===== config.mk =====
export PLATFORM = sky130hd
export DESIGN_NAME = digit_serial_adder_flat
export DESIGN_NICKNAME = d
export VERILOG_FILES = /design/src/rtl/digit_serial_adder_if.sv /design/src/rtl/digit_serial_adder.sv /design/src/flat_wrapper.sv
export SDC_FILE = /design/constraint.sdc
export NUM_CORES = 1
export LEC_CHECK = 0
export ABC_AREA = 1
export ABC_CLOCK_PERIOD_IN_PS = 2150
export CAP_MARGIN = 25
export CORE_MARGIN = 5
export CORE_UTILIZATION = 40
export DETAILED_ROUTE_END_ITERATION = 10
export GPL_ROUTABILITY_DRIVEN = 0
export PLACE_DENSITY = 0.72
export SYNTH_ARGS = -nofsm -noshare
export SYNTH_HDL_FRONTEND = slang
export SYNTH_SLANG_ARGS = --single-unit

===== constraint.sdc =====
create_clock -name clk -period 2.15 [get_ports clk]
set_input_delay 0.215 -clock clk [delete_from_list [all_inputs] [get_ports clk]]
set_output_delay 0.215 -clock clk [all_outputs]
set_load 0.02 [all_outputs]

===== src/rtl/digit_serial_adder_if.sv =====
`default_nettype none
// ============================================================================
// digit_serial_adder_if : digit-in / result-out handshake bundle
// Revision: 1.0
// ============================================================================
interface digit_serial_adder_if #(
  parameter int NUM_DIGITS = 4,
  parameter int DIGIT_W    = 2
);
  localparam int CNT_W = $clog2(NUM_DIGITS + 1);

  logic [DIGIT_W-1:0]            digit_a;
  logic [DIGIT_W-1:0]            digit_b;
  logic                          in_valid;
  logic                          in_ready;
  logic                          flush;
  logic [NUM_DIGITS*DIGIT_W-1:0] out_sum;
  logic                          out_carry;
  logic [CNT_W-1:0]              out_ovf_count;
  logic                          out_valid;
  logic                          out_ready;

  modport master (
    output digit_a, digit_b, in_valid, flush, out_ready,
    input  in_ready, out_sum, out_carry, out_ovf_count, out_valid
  );

  modport slave (
    input  digit_a, digit_b, in_valid, flush, out_ready,
    output in_ready, out_sum, out_carry, out_ovf_count, out_valid
  );
endinterface
`default_nettype wire


===== src/rtl/digit_serial_adder.sv =====
`default_nettype none
// ============================================================================
// digit_serial_adder : LSB-first digit-serial adder with valid/ready result.
// Optional macro DIGIT_SERIAL_ADDER_SAT_EN saturates the sum on final carry.
// Revision: 1.0
// ============================================================================
module digit_serial_adder #(
  parameter int NUM_DIGITS = 4,
  parameter int DIGIT_W    = 2,
  parameter int CNT_W      = $clog2(NUM_DIGITS + 1)
) (
  input  wire logic             clk,
  input  wire logic             rst_n,
  digit_serial_adder_if.slave   bus
);

  localparam int SUM_W = NUM_DIGITS * DIGIT_W;
  localparam int IDX_W = $clog2(NUM_DIGITS);
  localparam logic [IDX_W-1:0] LAST_IDX = IDX_W'(NUM_DIGITS - 1);

  typedef enum logic [1:0] {
    S_IDLE    = 2'd0,
    S_COLLECT = 2'd1,
    S_HOLD    = 2'd2
  } state_t;

  state_t             r_state;
  logic [IDX_W-1:0]   r_idx;
  logic               r_carry;
  logic [SUM_W-1:0]   r_sum;
  logic [CNT_W-1:0]   r_cnt;
  logic               r_valid;
  logic               r_in_ready;

  logic               w_accept;
  logic [DIGIT_W:0]   w_s;

  assign w_accept = bus.in_valid && r_in_ready && !bus.flush;
  assign w_s      = {1'b0, bus.digit_a} + {1'b0, bus.digit_b}
                  + {{DIGIT_W{1'b0}}, r_carry};

  always_ff @(posedge clk) begin
    if (!rst_n) begin
      r_state    <= S_IDLE;
      r_idx      <= '0;
      r_carry    <= 1'b0;
      r_sum      <= '0;
      r_cnt      <= '0;
      r_valid    <= 1'b0;
      r_in_ready <= 1'b1;
    end else begin
      case (r_state)
        S_IDLE, S_COLLECT: begin
          if (bus.flush) begin
            r_state <= S_IDLE;
            r_idx   <= '0;
            r_carry <= 1'b0;
            r_sum   <= '0;
            r_cnt   <= '0;
          end else if (w_accept) begin
            // Constant slices keep the digit write free of variable part-selects.
            for (int k = 0; k < NUM_DIGITS; k++) begin
              if (r_idx == IDX_W'(k)) begin
                r_sum[k*DIGIT_W +: DIGIT_W] <= w_s[DIGIT_W-1:0];
              end
            end
            r_carry <= w_s[DIGIT_W];
            r_cnt   <= r_cnt + CNT_W'(w_s[DIGIT_W]);
            if (r_idx == LAST_IDX) begin
              r_state    <= S_HOLD;
              r_idx      <= '0;
              r_valid    <= 1'b1;
              r_in_ready <= 1'b0;
`ifdef DIGIT_SERIAL_ADDER_SAT_EN
              if (w_s[DIGIT_W]) begin
                r_sum <= '1;
              end
`endif
            end else begin
              r_state <= S_COLLECT;
              r_idx   <= r_idx + IDX_W'(1);
            end
          end
        end
        S_HOLD: begin
          // flush is deliberately ignored here: the result must drain first.
          if (bus.out_ready) begin
            r_state    <= S_IDLE;
            r_idx      <= '0;
            r_carry    <= 1'b0;
            r_sum      <= '0;
            r_cnt      <= '0;
            r_valid    <= 1'b0;
            r_in_ready <= 1'b1;
          end
        end
        default: begin
          r_state    <= S_IDLE;
          r_idx      <= '0;
          r_carry    <= 1'b0;
          r_sum      <= '0;
          r_cnt      <= '0;
          r_valid    <= 1'b0;
          r_in_ready <= 1'b1;
        end
      endcase
    end
  end

  assign bus.in_ready      = r_in_ready;
  assign bus.out_sum       = r_sum;
  assign bus.out_carry     = r_carry;
  assign bus.out_ovf_count = r_cnt;
  assign bus.out_valid     = r_valid;

endmodule
`default_nettype wire


===== src/flat_wrapper.sv =====
// flat-port wrapper written by rule: the top's interface ports become plain ports
module digit_serial_adder_flat 
#(
  parameter int NUM_DIGITS = 4,
  parameter int DIGIT_W    = 2,
  parameter int CNT_W      = $clog2(NUM_DIGITS + 1)
)
  (clk, rst_n, bus_digit_a, bus_digit_b, bus_in_valid, bus_flush, bus_out_ready, bus_in_ready, bus_out_sum, bus_out_carry, bus_out_ovf_count, bus_out_valid);
  digit_serial_adder_if #(.NUM_DIGITS(NUM_DIGITS), .DIGIT_W(DIGIT_W)) bus_i ();
  input  wire logic clk;
  input  wire logic rst_n;
  input wire logic [$bits(bus_i.digit_a)-1:0] bus_digit_a;
  input wire logic [$bits(bus_i.digit_b)-1:0] bus_digit_b;
  input wire logic [$bits(bus_i.in_valid)-1:0] bus_in_valid;
  input wire logic [$bits(bus_i.flush)-1:0] bus_flush;
  input wire logic [$bits(bus_i.out_ready)-1:0] bus_out_ready;
  output wire logic [$bits(bus_i.in_ready)-1:0] bus_in_ready;
  output wire logic [$bits(bus_i.out_sum)-1:0] bus_out_sum;
  output wire logic [$bits(bus_i.out_carry)-1:0] bus_out_carry;
  output wire logic [$bits(bus_i.out_ovf_count)-1:0] bus_out_ovf_count;
  output wire logic [$bits(bus_i.out_valid)-1:0] bus_out_valid;
  assign bus_i.digit_a = bus_digit_a;
  assign bus_i.digit_b = bus_digit_b;
  assign bus_i.in_valid = bus_in_valid;
  assign bus_i.flush = bus_flush;
  assign bus_i.out_ready = bus_out_ready;
  assign bus_in_ready = bus_i.in_ready;
  assign bus_out_sum = bus_i.out_sum;
  assign bus_out_carry = bus_i.out_carry;
  assign bus_out_ovf_count = bus_i.out_ovf_count;
  assign bus_out_valid = bus_i.out_valid;
  digit_serial_adder #(.NUM_DIGITS(NUM_DIGITS), .DIGIT_W(DIGIT_W), .CNT_W(CNT_W)) u_core (.clk(clk), .rst_n(rst_n), .bus(bus_i));
endmodule

Word-level counts from Yosys, hierarchy flattened
Cells that the tools add are included.
{ "word_totals": {"memories": 0, "mem_bits_rw": 0, "latch_bits": 0, "register_bits": 18, "out_inout_bits": 14, "rom_bits": 0} }
{ "classes": {"add_sub_neg": 4, "magnitude_cmp": 0, "n_mul": 0, "div": 0, "n_reduce_logical": 12, "n_bitwise": 0, "eq_ne": 14, "n_mux": 34, "n_shift": 0} }
{ "ops": {"columns": ["op", "count"], "rows": [
  ["8-bit two-way mux", 3],
  ["2-bit two-way mux", 11],
  ["8-bit one-hot mux with 2 select lines", 1],
  ["3-bit by 2-bit != test with 1-bit output, second input constant", 5],
  ["3-bit AND reduction", 4],
  ["1-bit two-way mux", 10],
  ["3-bit two-way mux", 3],
  ["2-bit one-hot mux with 2 select lines", 2],
  ["3-bit by 1-bit adder with 3-bit output", 2],
  ["2-bit equality test, second input constant", 3],
  ["1-bit one-hot mux with 2 select lines", 3],
  ["3-bit one-hot mux with 2 select lines", 1],
  ["2-bit by 1-bit equality test with 1-bit output, second input constant", 2],
  ["2-bit zero test", 2],
  ["2-bit by 1-bit != test with 1-bit output, second input constant", 2],
  ["2-bit != test, second input constant", 2],
  ["4-bit AND reduction", 1],
  ["2-bit by 2-bit adder with 3-bit output", 1],
  ["2-bit by 1-bit adder with 2-bit output, second input constant", 1],
  ["1-bit logical AND", 2],
  ["2-bit AND reduction", 1],
  ["2-bit OR reduction", 1],
  ["1-bit zero test", 1]
]} }

Logic depth before layout (Yosys ltp)
Gate-level depths: netlist (run 1).
{ "depth": {"ltp_word": 6, "ltp_mapped": 10, "depth_no_buf": 10} }

Least setup slack after synthesis (run 1)
Ideal clock, no wire load.
{ "synth_timing": {"kind": "register to register", "start": "register u_core.r_carry (netlist: u_core.bus.out_carry)", "end": "register u_core.r_sum[5] (netlist: u_core.bus.out_sum[5])", "slack_ps": 318, "t_arrival_ps": 1768, "n_path_buf": 0, "required_ps": 2086, "period_less_slack_ps": 1832, "path_stages_with_launch": 8, "setup_time_ps": 64, "path_cell_list": "dfxtp_1 fa_1 inv_1 fa_1 or2_2 nand3_1 nand2_1 nor2_1"} }
{ "synth_via": {"elab_chain_len": 5} }
{ "synth_rtl": {"columns": ["item", "line_no", "rtl"], "rows": [
  ["start, declared", "digit_serial_adder.sv:29", "logic r_carry;"],
  ["start signal, assigned", "digit_serial_adder.sv:67", "r_carry <= w_s[DIGIT_W];"],
  ["3-bit by 1-bit adder with 3-bit output", "digit_serial_adder.sv:40", "+ {{DIGIT_W{1'b0}}, r_carry};"],
  ["2-bit two-way mux", "digit_serial_adder.sv:63", "if (r_idx == IDX_W'(k)) begin"],
  ["8-bit two-way mux", "digit_serial_adder.sv:60", "end else if (w_accept) begin"],
  ["8-bit two-way mux", "digit_serial_adder.sv:54", "if (bus.flush) begin"],
  ["8-bit one-hot mux with 2 select lines", "digit_serial_adder.sv:52", "case (r_state)"],
  ["end signal, assigned by index", "digit_serial_adder.sv:64", "r_sum[k*DIGIT_W +: DIGIT_W] <= w_s[DIGIT_W-1:0];"],
  ["end, declared", "digit_serial_adder.sv:30", "logic [SUM_W-1:0] r_sum;"]
]} }
No other way between the ends. The select of a mux whose other input is x is not followed.
A chain may end at the register's enable or synchronous reset.

Worst setup path in the final report (run 1)
Same ends and word-level chain as after synthesis.

==> flow_summary_export.csv, run 1 <==
group,metric,value,unit
floorplanning,die_x,58.3,µm
timing,post-route-min-period,1850,ps
setup_path,start_kind,"flip-flop",
timing,grt_setup_unrepaired,"false",
final_layout,diodes,0,
timing,slew_headroom,83.8,%
floorplanning,start_util,42.2,%
detailed_routing,dr.pass1.iters,4,
setup_path,crit_cells,7,
final_layout,finish.net_count,167,
grt,grt_max_degree,20,
cts,clkLatencyLatePin,290,ps
final_layout,synthToLayoutAreaGrowth,28.2,%
synth,netlist.top_cell.by_area,"dfxtp_1",
timing,setup_slack,298,ps
cts,cts_tree,"yes",
synth,mappedNetlistArea,933,µm²
synth,ys_seq_area_share,38.6,%
cts,cts_hold_buf,0,
detailed_routing,wl,1920,µm
pwr,vdd_ir_drop_max,306,µV
detailed_routing,vias,822,
setup_path,cp.arrival,2090,ps
final_layout,drive_gt1_share,9.46,%
cts,htreeDepth,1,
place,dp_hpwl,1470,µm
cts,postCtsSetupBuffers,0,
cts,cts_buffers,3,
setup_path,critPathTopFamily,"adder cells",
timing,max_slew.worst_pin.slew,243,ps
synth,postSynthCellCount,124,
setup_path,crit_fanout,4,
setup_path,crit_required,2390,ps
cts,cts_resized,0,
grt,grt_pass1_wl,3240,µm
synth,yosys-top-cells-area,"dfxtp_1 (39%), nand2_1 (10%), ha_1 (8.0%)",
floorplanning,rows,17,
pwr,p_leak,0.538,nW
detailed_routing,routedWlPerCell,10.9,µm
timing,fmax,540,MHz
pwr,p_total,0.000706,W
synth,synth_top_area_share,38.6,%
setup_path,rr_startpoint,"u_core.bus.out_carry$_SDFFE_PN0P_",
timing,finalSetupTns,0,ps
setup_path,crit_type,"flip-flop to flip-flop",
detailed_routing,drt_iter0_drc,16,
setup_path,critPathSlowestCell,"fa_1",
setup_path,path_cells,"fa_1 > inv_1 > fa_1 > or2_2 > nand3_1 > nand2_1 > nor2_1",
flow_run,drv_cap,0,
outcome,status,"completed",
pwr,power.density,590,nW/µm²
grt,grt_pass1_vias,746,
setup_path,worst-path-buf-inv,1,
floorplanning,fp.dieH,58.3,µm
cts,clock-sinks,18,
setup_path,cp-end-kind,"flip-flop",
floorplanning,die_area,3400,µm²
synth,ys_ff_latch,18,
synth,yosys_warnings,0,
min_path,whs_path_depth,2,
setup_path,crit_top_cell,"fa_1",
grt,grt.total_usage,12.1,%
cts,clockBufferDepth,2,
floorplanning,core,2210,µm²
grt,antenna_found_initial,0,
synth,avgSynthCellArea,7.53,µm²
setup_path,r2r_slack,300,ps
grt,gr-total-overflow,0,
detailed_routing,viasPerCell,4.67,
timing,min_period_over_period,86.1,%
synth,synth.distinct_cells,16,
timing,hold_viol,0,
timing,finalMaxSlewViolations,0,
timing,finalSetupViolations,0,
min_path,holdCritPathClass,"flip-flop to flip-flop",
place,dp_worst_setup_slack,9.60,ps
min_path,hold_path.startpoint,"u_core.bus.out_valid$_SDFFE_PN0P_",
synth,synthesis.nets,141,
place,io_buffers,22,
setup_path,reg2reg_depth,7,
setup_path,crit_start,"u_core.bus.out_carry$_SDFFE_PN0P_",
floorplanning,io_pins,23,
timing,finClkSkew,3.58,ps
detailed_routing,drc,0,
setup_path,slowest_delay,410,ps
cts,cts_root_buffer,"clkbuf_4",
cts,clkTransAtPathRegs,100,ps
timing,worst_hold_slack,475,ps
detailed_routing,postRouteAntennaNets,0,
[tightest hold or removal path, delay by kind of cell, from the launching register on]
kind | cells | cell delay, ps
DFF | 1 | 330
and+or+nand+nor | 1 | 60
AOI/OAI and AO/OA | 1 | 50
[cells by family (layout without fill, tap and decap cells)]
logic type | Yosys count | in the layout | synth area share, %
compound gates | 17 | 17 | 9.12
fa+ha+maj | 8 | 8 | 12.3
buf+inv | 18 | 42 | 9.12
flops | 18 | 18 | 38.6
simple gates | 63 | 63 | 30.8
[power by group]
group	switching, W	leakage [nW]	total (W)	internal, W
Clock	0.000103	0.0138	0.000168	0.0000652
Combinational	0.0000924	0.377	0.000171	0.0000782
Sequential	0.0000126	0.148	0.000367	0.000355
[final timing paths]
check,endpoint
min,u_core.bus.out_valid$_SDFFE_PN0P_
min reg2reg,u_core.bus.out_valid$_SDFFE_PN0P_
max reg2reg,u_core.bus.out_sum[5]$_SDFFE_PN0P_
max,u_core.bus.out_sum[5]$_SDFFE_PN0P_
[layer usage]
metal / vias to the layer above / global-route usage [%] / routed length [µm]
met5: - / 0 / 0
met4: 0 / 4.97 / 25
met3: 4 / 2.19 / 108
met2: 18 / 18.8 / 870
met1: 363 / 16.5 / 913
li1: 437 / - / -
[state kept, by name (all words and copies together) (netlist names)]
name	cells
u_core.bus.out_ovf_count	3
u_core.r_state	2
u_core.bus.out_sum	8
u_core.bus.in_ready	1
u_core.bus.out_valid	1
u_core.bus.out_carry	1
u_core.r_idx	2
[layout by cell type (no fill, tap or decap), drive strengths merged]
cell type      count
buf                1
a21oi             14
dfxtp             18
nand3             13
or2                4
clkdlybuf4s50     22
fa                 2
nand2             28
ha                 6
nor2              18
inv               16
o21ai              3
clkbuf             3
[cell usage after synthesis]
cell type	n
buf_6	2
dfxtp_1	18
nor2_1	17
or2_2	4
nand2_1	25
nand2_4	1
nand2_2	2
nand3_1	12
nand3_2	1
a21oi_1	14
inv_1	15
ha_1	6
nor2_4	1
fa_1	2
o21ai_0	3
inv_4	1
[final cells by class]
| class | instances | area (µm²) |
|---|---|---|
| clock buffers | 3 | 22.5 |
| fillers | 221 | 1020 |
| inverters | 16 | 62.6 |
| multi-input cells | 88 | 488 |
| flip-flops and latches | 18 | 360 |
| well taps | 28 | 35.0 |
| repair buffers | 23 | 228 |
[per-stage QoR]
stage	std cells	cell area (µm²)	utilization, %
floorplan	124	933	-
global placement	173	1170	53.1
detailed placement	173	1170	53.1
CTS	176	1200	54.1
global route	176	1200	54.1
finish	176	1200	54.1
Power figures use the tool's default switching activity.
==> inputs of run 2 (changes only) <==
--- a/config.mk
+++ b/config.mk
@@ -9,10 +9,10 @@
 export ABC_CLOCK_PERIOD_IN_PS = 2150
 export CAP_MARGIN = 25
 export CORE_MARGIN = 5
-export CORE_UTILIZATION = 40
+export CORE_UTILIZATION = 25
 export DETAILED_ROUTE_END_ITERATION = 10
 export GPL_ROUTABILITY_DRIVEN = 0
-export PLACE_DENSITY = 0.72
+export PLACE_DENSITY = 0.51
 export SYNTH_ARGS = -nofsm -noshare
 export SYNTH_HDL_FRONTEND = slang
 export SYNTH_SLANG_ARGS = --single-unit
==> run 2 against run 1 <==
Utilization is 20 points lower; worst hold slack improved by 3.5 ps; cell count increased by 12%; combinational power is essentially flat; clock skew down 1.6 ps; routed wire length up 2.8%; largest cell class unchanged.
==> flow_summary_export.csv, run 2 (synthesis results as in run 1) <==
group,metric,value,unit
timing,slew_headroom,82.8,%
pwr,vdd_ir_drop_max,169,µV
final_layout,final_common_cell,"nand2_1",
final_layout,design_area,1250,µm²
timing,hold_viol,0,
floorplanning,start_util,25.7,%
detailed_routing,drt_iter0_drc,20,
detailed_routing,wl,1970,µm
floorplanning,die_x,71.1,µm
place,io_buffers,22,
cts,cts_tree,"yes",
setup_path,rr_startpoint,"u_core.bus.out_carry$_SDFFE_PN0P_",
setup_path,reg2reg_depth,7,
final_layout,synthToLayoutAreaGrowth,34.3,%
setup_path,crit_type,"input pin to flip-flop",
setup_path,crit_required,2350,ps
detailed_routing,routedWlPerCell,10.0,µm
detailed_routing,dr.pass1.iters,4,
timing,finalMaxSlewViolations,0,
setup_path,cp-end-kind,"flip-flop",
floorplanning,io_pins,23,
timing,finalSetupTns,0,ps
final_layout,postLayoutCoreUtil,34.5,%
detailed_routing,drc,0,
final_layout,final_cell_mix,"nand2_1 (25), clkdlybuf4s50_1 (22), dfxtp_1 (18)",
floorplanning,core,3630,µm²
timing,max_slew.worst_pin.slew,256,ps
cts,clockBufferDepth,2,
floorplanning,rows,22,
min_path,hold_path.startpoint,"u_core.bus.out_valid$_SDFFE_PN0P_",
cts,htreeDepth,1,
min_path,holdCritPathClass,"flip-flop to flip-flop",
cts,cts_root_buffer,"clkbuf_8",
setup_path,r2r_slack,290,ps
pwr,p_total,0.000814,W
cts,clkTransAtPathRegs,70,ps
setup_path,crit_top_cell,"fa_1",
grt,antenna_found_initial,0,
setup_path,r2r_end,"u_core.bus.out_sum[3]$_SDFFE_PN0P_",
timing,post-route-min-period,1870,ps
grt,grt_pass1_vias,815,
setup_path,critPathSlowestCell,"clkdlybuf4s50_1",
setup_path,slowest_delay,420,ps
min_path,whs_path_depth,2,
setup_path,path_cells,"clkdlybuf4s50_1 > fa_1 > inv_1 > fa_1 > or2_2 > nand3_1 > nand2_1 > nor2_1",
place,dp_cells,193,
cts,clock-sinks,18,
cts,cts_hold_buf,0,
outcome,status,"completed",
grt,grt.total_usage,8.83,%
min_path,min_to,"u_core.bus.out_valid$_SDFFE_PN0P_",
final_layout,diodes,0,
cts,cts_buffers,3,
timing,finalSetupViolations,0,
timing,finClkSkew,2.03,ps
detailed_routing,viasPerCell,4.19,
grt,gr-total-overflow,0,
grt,grt_pass1_wl,3610,µm
place,place_area,1200,µm²
cts,postCtsSetupBuffers,0,
setup_path,start_kind,"input pin",
floorplanning,die_area,5060,µm²
detailed_routing,vias,826,
cts,clkLatencyLatePin,250,ps
flow_run,drv_cap,0,
final_layout,finish.net_count,167,
final_layout,instances_no_fill,197,
pwr,power.density,649,nW/µm²
timing,grt_setup_unrepaired,"false",
detailed_routing,postRouteAntennaNets,0,
floorplanning,fp.dieH,71.1,µm
timing,fmax,533,MHz
setup_path,crit_fanout,4,
pwr,p_leak,0.553,nW
timing,min_period_over_period,87.2,%
final_layout,n_fill_cell,396,
setup_path,cp.arrival,2070,ps
place,dp_hpwl,1540,µm
cts,cts_resized,0,
grt,grt_max_degree,20,
final_layout,drive_gt1_share,10.1,%
final_layout,largest_reg_flops,8,
## run 2: changes by cell type in the layout (fill, tap and decap cells not counted)
cell / before / now
clkbuf_4: 3 / 0
clkbuf_8: 0 / 4
## run 2: final cells by class
class | instances | area [µm²] | area share (%)
clock buffers | 4 | 55.1 | 4.39
inverters | 16 | 62.6 | 4.99
multi-input cells | 88 | 488 | 38.9
flip-flops and latches | 18 | 360 | 28.7
well taps | 48 | 60.1 | 4.79
repair buffers | 23 | 228 | 18.2
## run 2: metrics by stage
stage	hold WS (ps)	setup WS, ps
floorplan	353	318
global placement	457	31.5
detailed placement	464	-8.57
CTS	476	259
global route	491	139
finish	478	275
## run 2: worst max-delay path, delay by kind of cell
| kind | cells | cell delay, ps |
|---|---|---|
| adder cells (fa/ha/maj) | 2 | 790 |
| AND/OR/NAND/NOR | 4 | 560 |
| buffers and inverters | 2 | 500 |
## run 2: report_power, final
group	internal [W]	leakage (nW)	switching, W
registers	0.000355	0.148	0.0000127
logic	0.0000789	0.377	0.0000927
clock network	0.000163	0.0288	0.000112
## run 2: routing by layer
metal	track usage, %	part of all wire (%)	vias to the layer above
met3	1.56	4.3	4
met5	0	0	-
li1	-	-	440
met4	5.85	1.8	0
met2	13.3	47	17
met1	11.5	47	365
## run 2: worst max path at each step
stage	startpoint	to	slack [ps]	depth (start not counted)
after detailed placement	bus_digit_b[0]	u_core.bus.out_sum[1]$_SDFFE_PN0P_	-9	8
after global placement	bus_digit_b[0]	u_core.bus.out_sum[1]$_SDFFE_PN0P_	30	8
after floorplan	u_core.bus.out_carry$_SDFFE_PN0P_	u_core.bus.out_sum[5]$_SDFFE_PN0P_	320	7
after global routing	u_core.bus.out_carry$_SDFFE_PN0P_	u_core.bus.out_sum[3]$_SDFFE_PN0P_	140	7
after CTS	bus_digit_b[0]	u_core.bus.out_sum[1]$_SDFFE_PN0P_	260	8
final	bus_digit_b[0]	u_core.bus.out_sum[3]$_SDFFE_PN0P_	280	8
==> inputs of run 3 (changes only) <==
--- a/config.mk
+++ b/config.mk
@@ -9,10 +9,10 @@
 export ABC_CLOCK_PERIOD_IN_PS = 2150
 export CAP_MARGIN = 25
 export CORE_MARGIN = 5
-export CORE_UTILIZATION = 25
+export CORE_UTILIZATION = 47
 export DETAILED_ROUTE_END_ITERATION = 10
 export GPL_ROUTABILITY_DRIVEN = 0
-export PLACE_DENSITY = 0.51
+export PLACE_DENSITY = 0.82
 export SYNTH_ARGS = -nofsm -noshare
 export SYNTH_HDL_FRONTEND = slang
 export SYNTH_SLANG_ARGS = --single-unit
==> run 3 against run 2 <==
Register-to-register slack gained 20 ps; utilization grew 28 points; count of clock-buffer cells in the layout is the same; clock skew grew 3.0 ps; largest cell class unchanged; largest power group unchanged.
==> flow_summary_export.csv, run 3 (synthesis results as in run 1) <==
group,metric,value,unit
cts,clkLatencyLatePin,310,ps
floorplanning,fp.dieH,54.6,µm
place,io_buffers,22,
detailed_routing,postRouteAntennaNets,0,
setup_path,cp.arrival,2100,ps
cts,cts_buffers,3,
cts,clockBufferDepth,2,
cts,cts_root_buffer,"clkbuf_4",
floorplanning,rows,16,
final_layout,synthToLayoutAreaGrowth,29.5,%
grt,antenna_found_initial,0,
setup_path,critPathSlowestCell,"fa_1",
grt,busiest_layer,"met2",
setup_path,reg2reg_depth,7,
grt,grtUsageMet2,30.7,%
setup_path,critPathTopFamily,"adder cells",
timing,max_slew.worst_pin.slew,284,ps
final_layout,final_cell_mix,"nand2_1 (25), clkdlybuf4s50_1 (22), dfxtp_1 (18)",
pwr,p_leak,0.546,nW
setup_path,start_kind,"flip-flop",
floorplanning,io_pins,23,
timing,finalSetupViolations,0,
timing,post-route-min-period,1840,ps
setup_path,path_cells,"fa_1 > inv_1 > fa_1 > or2_2 > nand3_1 > nand2_1 > nor2_1",
cts,cts_tree,"yes",
setup_path,rr_startpoint,"u_core.bus.out_carry$_SDFFE_PN0P_",
setup_path,worstSetupEndpoint,"u_core.bus.out_sum[1]$_SDFFE_PN0P_",
detailed_routing,dr.pass1.iters,4,
grt,gr-total-overflow,0,
grt,grt_use_met3,1.91,%
floorplanning,die_area,2980,µm²
detailed_routing,routedWlPerCell,11.9,µm
setup_path,crit_fanout,4,
setup_path,r2r_slack,310,ps
setup_path,worst-path-buf-inv,1,
place,dp_hpwl,1530,µm
grt,grt_max_degree,20,
setup_path,crit_top_cell,"fa_1",
min_path,holdCritPathClass,"flip-flop to flip-flop",
setup_path,cp-end-kind,"flip-flop",
timing,min_period_over_period,85.5,%
cts,cts_resized,0,
outcome,status,"completed",
detailed_routing,drt_iter0_drc,12,
grt,grt.total_usage,16.7,%
setup_path,r2r_end,"u_core.bus.out_sum[1]$_SDFFE_PN0P_",
cts,cts_hold_buf,0,
setup_path,crit_type,"flip-flop to flip-flop",
timing,hold_viol,0,
floorplanning,start_util,48.6,%
setup_path,crit_start,"u_core.bus.out_carry$_SDFFE_PN0P_",
cts,htreeDepth,1,
final_layout,diodes,0,
timing,grt_setup_unrepaired,"false",
final_layout,final_common_cell,"nand2_1",
detailed_routing,viasPerCell,4.99,
floorplanning,die_x,54.6,µm
final_layout,largest_reg_flops,8,
detailed_routing,wl,2090,µm
timing,slew_headroom,81.0,%
grt,met1_usage,18.0,%
place,dp_worst_setup_slack,35.3,ps
setup_path,crit_required,2410,ps
grt,grt_pass1_vias,894,
timing,finalMaxSlewViolations,0,
timing,fmax,544,MHz
setup_path,crit_cells,7,
cts,clkTransAtPathRegs,110,ps
setup_path,slowest_delay,410,ps
timing,finClkSkew,5.08,ps
pwr,power.density,630,nW/µm²
timing,setup_slack,311,ps
final_layout,finish.net_count,167,
cts,postCtsSetupBuffers,0,
pwr,vdd_ir_drop_max,453,µV
final_layout,instances_no_fill,176,
place,dp_cells,172,
flow_run,drv_cap,0,
grt,grt_pass1_wl,3550,µm
floorplanning,core,1920,µm²
final_layout,drive_gt1_share,10.1,%
timing,finalSetupTns,0,ps
detailed_routing,vias,878,
detailed_routing,drc,0,
cts,clock-sinks,18,
-- run 3: cell type report --
class	instances	area [µm²]
tap	27	33.8
fill	186	713
sequential	18	360
timing repair buffer	23	228
multi-input combinational	88	488
inverter	16	62.6
clock buffer	4	36.3
-- run 3: how the worst min path moves through the flow --
| stage | from | to | slack (ps) | cells after the start |
|---|---|---|---|---|
| after floorplan | rst_n | u_core.r_idx[0]$_SDFFE_PN0P_ | 350 | 2 |
| after global placement | u_core.bus.out_valid$_SDFFE_PN0P_ | u_core.bus.out_valid$_SDFFE_PN0P_ | 450 | 2 |
| after detailed placement | u_core.bus.out_valid$_SDFFE_PN0P_ | u_core.bus.out_valid$_SDFFE_PN0P_ | 460 | 2 |
| after CTS | u_core.bus.out_valid$_SDFFE_PN0P_ | u_core.bus.out_valid$_SDFFE_PN0P_ | 480 | 2 |
| after global routing | u_core.bus.out_valid$_SDFFE_PN0P_ | u_core.bus.out_valid$_SDFFE_PN0P_ | 510 | 2 |
| final | u_core.bus.out_valid$_SDFFE_PN0P_ | u_core.bus.out_valid$_SDFFE_PN0P_ | 470 | 2 |
-- run 3: where the power goes --
| group | internal (W) | switching [W] |
|---|---|---|
| Clock | 0.000104 | 0.000116 |
| Combinational | 0.0000787 | 0.0000948 |
| Sequential | 0.000355 | 0.0000136 |
| Total | 0.000537 | 0.000225 |
-- run 3: metal layers --
layer  part of all wire (%)  vias to the layer above
met2                     48                       19
met5                      0                        -
met1                     45                      413
li1                       -                      441
met3                    3.8                        5
met4                    2.9                        0
-- run 3: worst reg2reg max path, cell delays in order, from the launching register on --
cell,delay (ps)
dfxtp_1,360
fa_1,410
inv_1,70
fa_1,390
or2_2,340
nand3_1,90
nand2_1,50
nor2_1,70
-- run 3: metrics by stage --
stage | area (µm²) | utilization (%) | hold WS [ps] | total power (W)
floorplan | 933 | - | 353 | 0.000480
global placement | 1170 | 61.0 | 453 | 0.000541
CTS | 1210 | 62.9 | 478 | 0.000761
finish | 1210 | 62.9 | 472 | 0.000762
detailed placement | 1170 | 61.0 | 462 | 0.000548
global route | 1210 | 62.9 | 515 | 0.000798
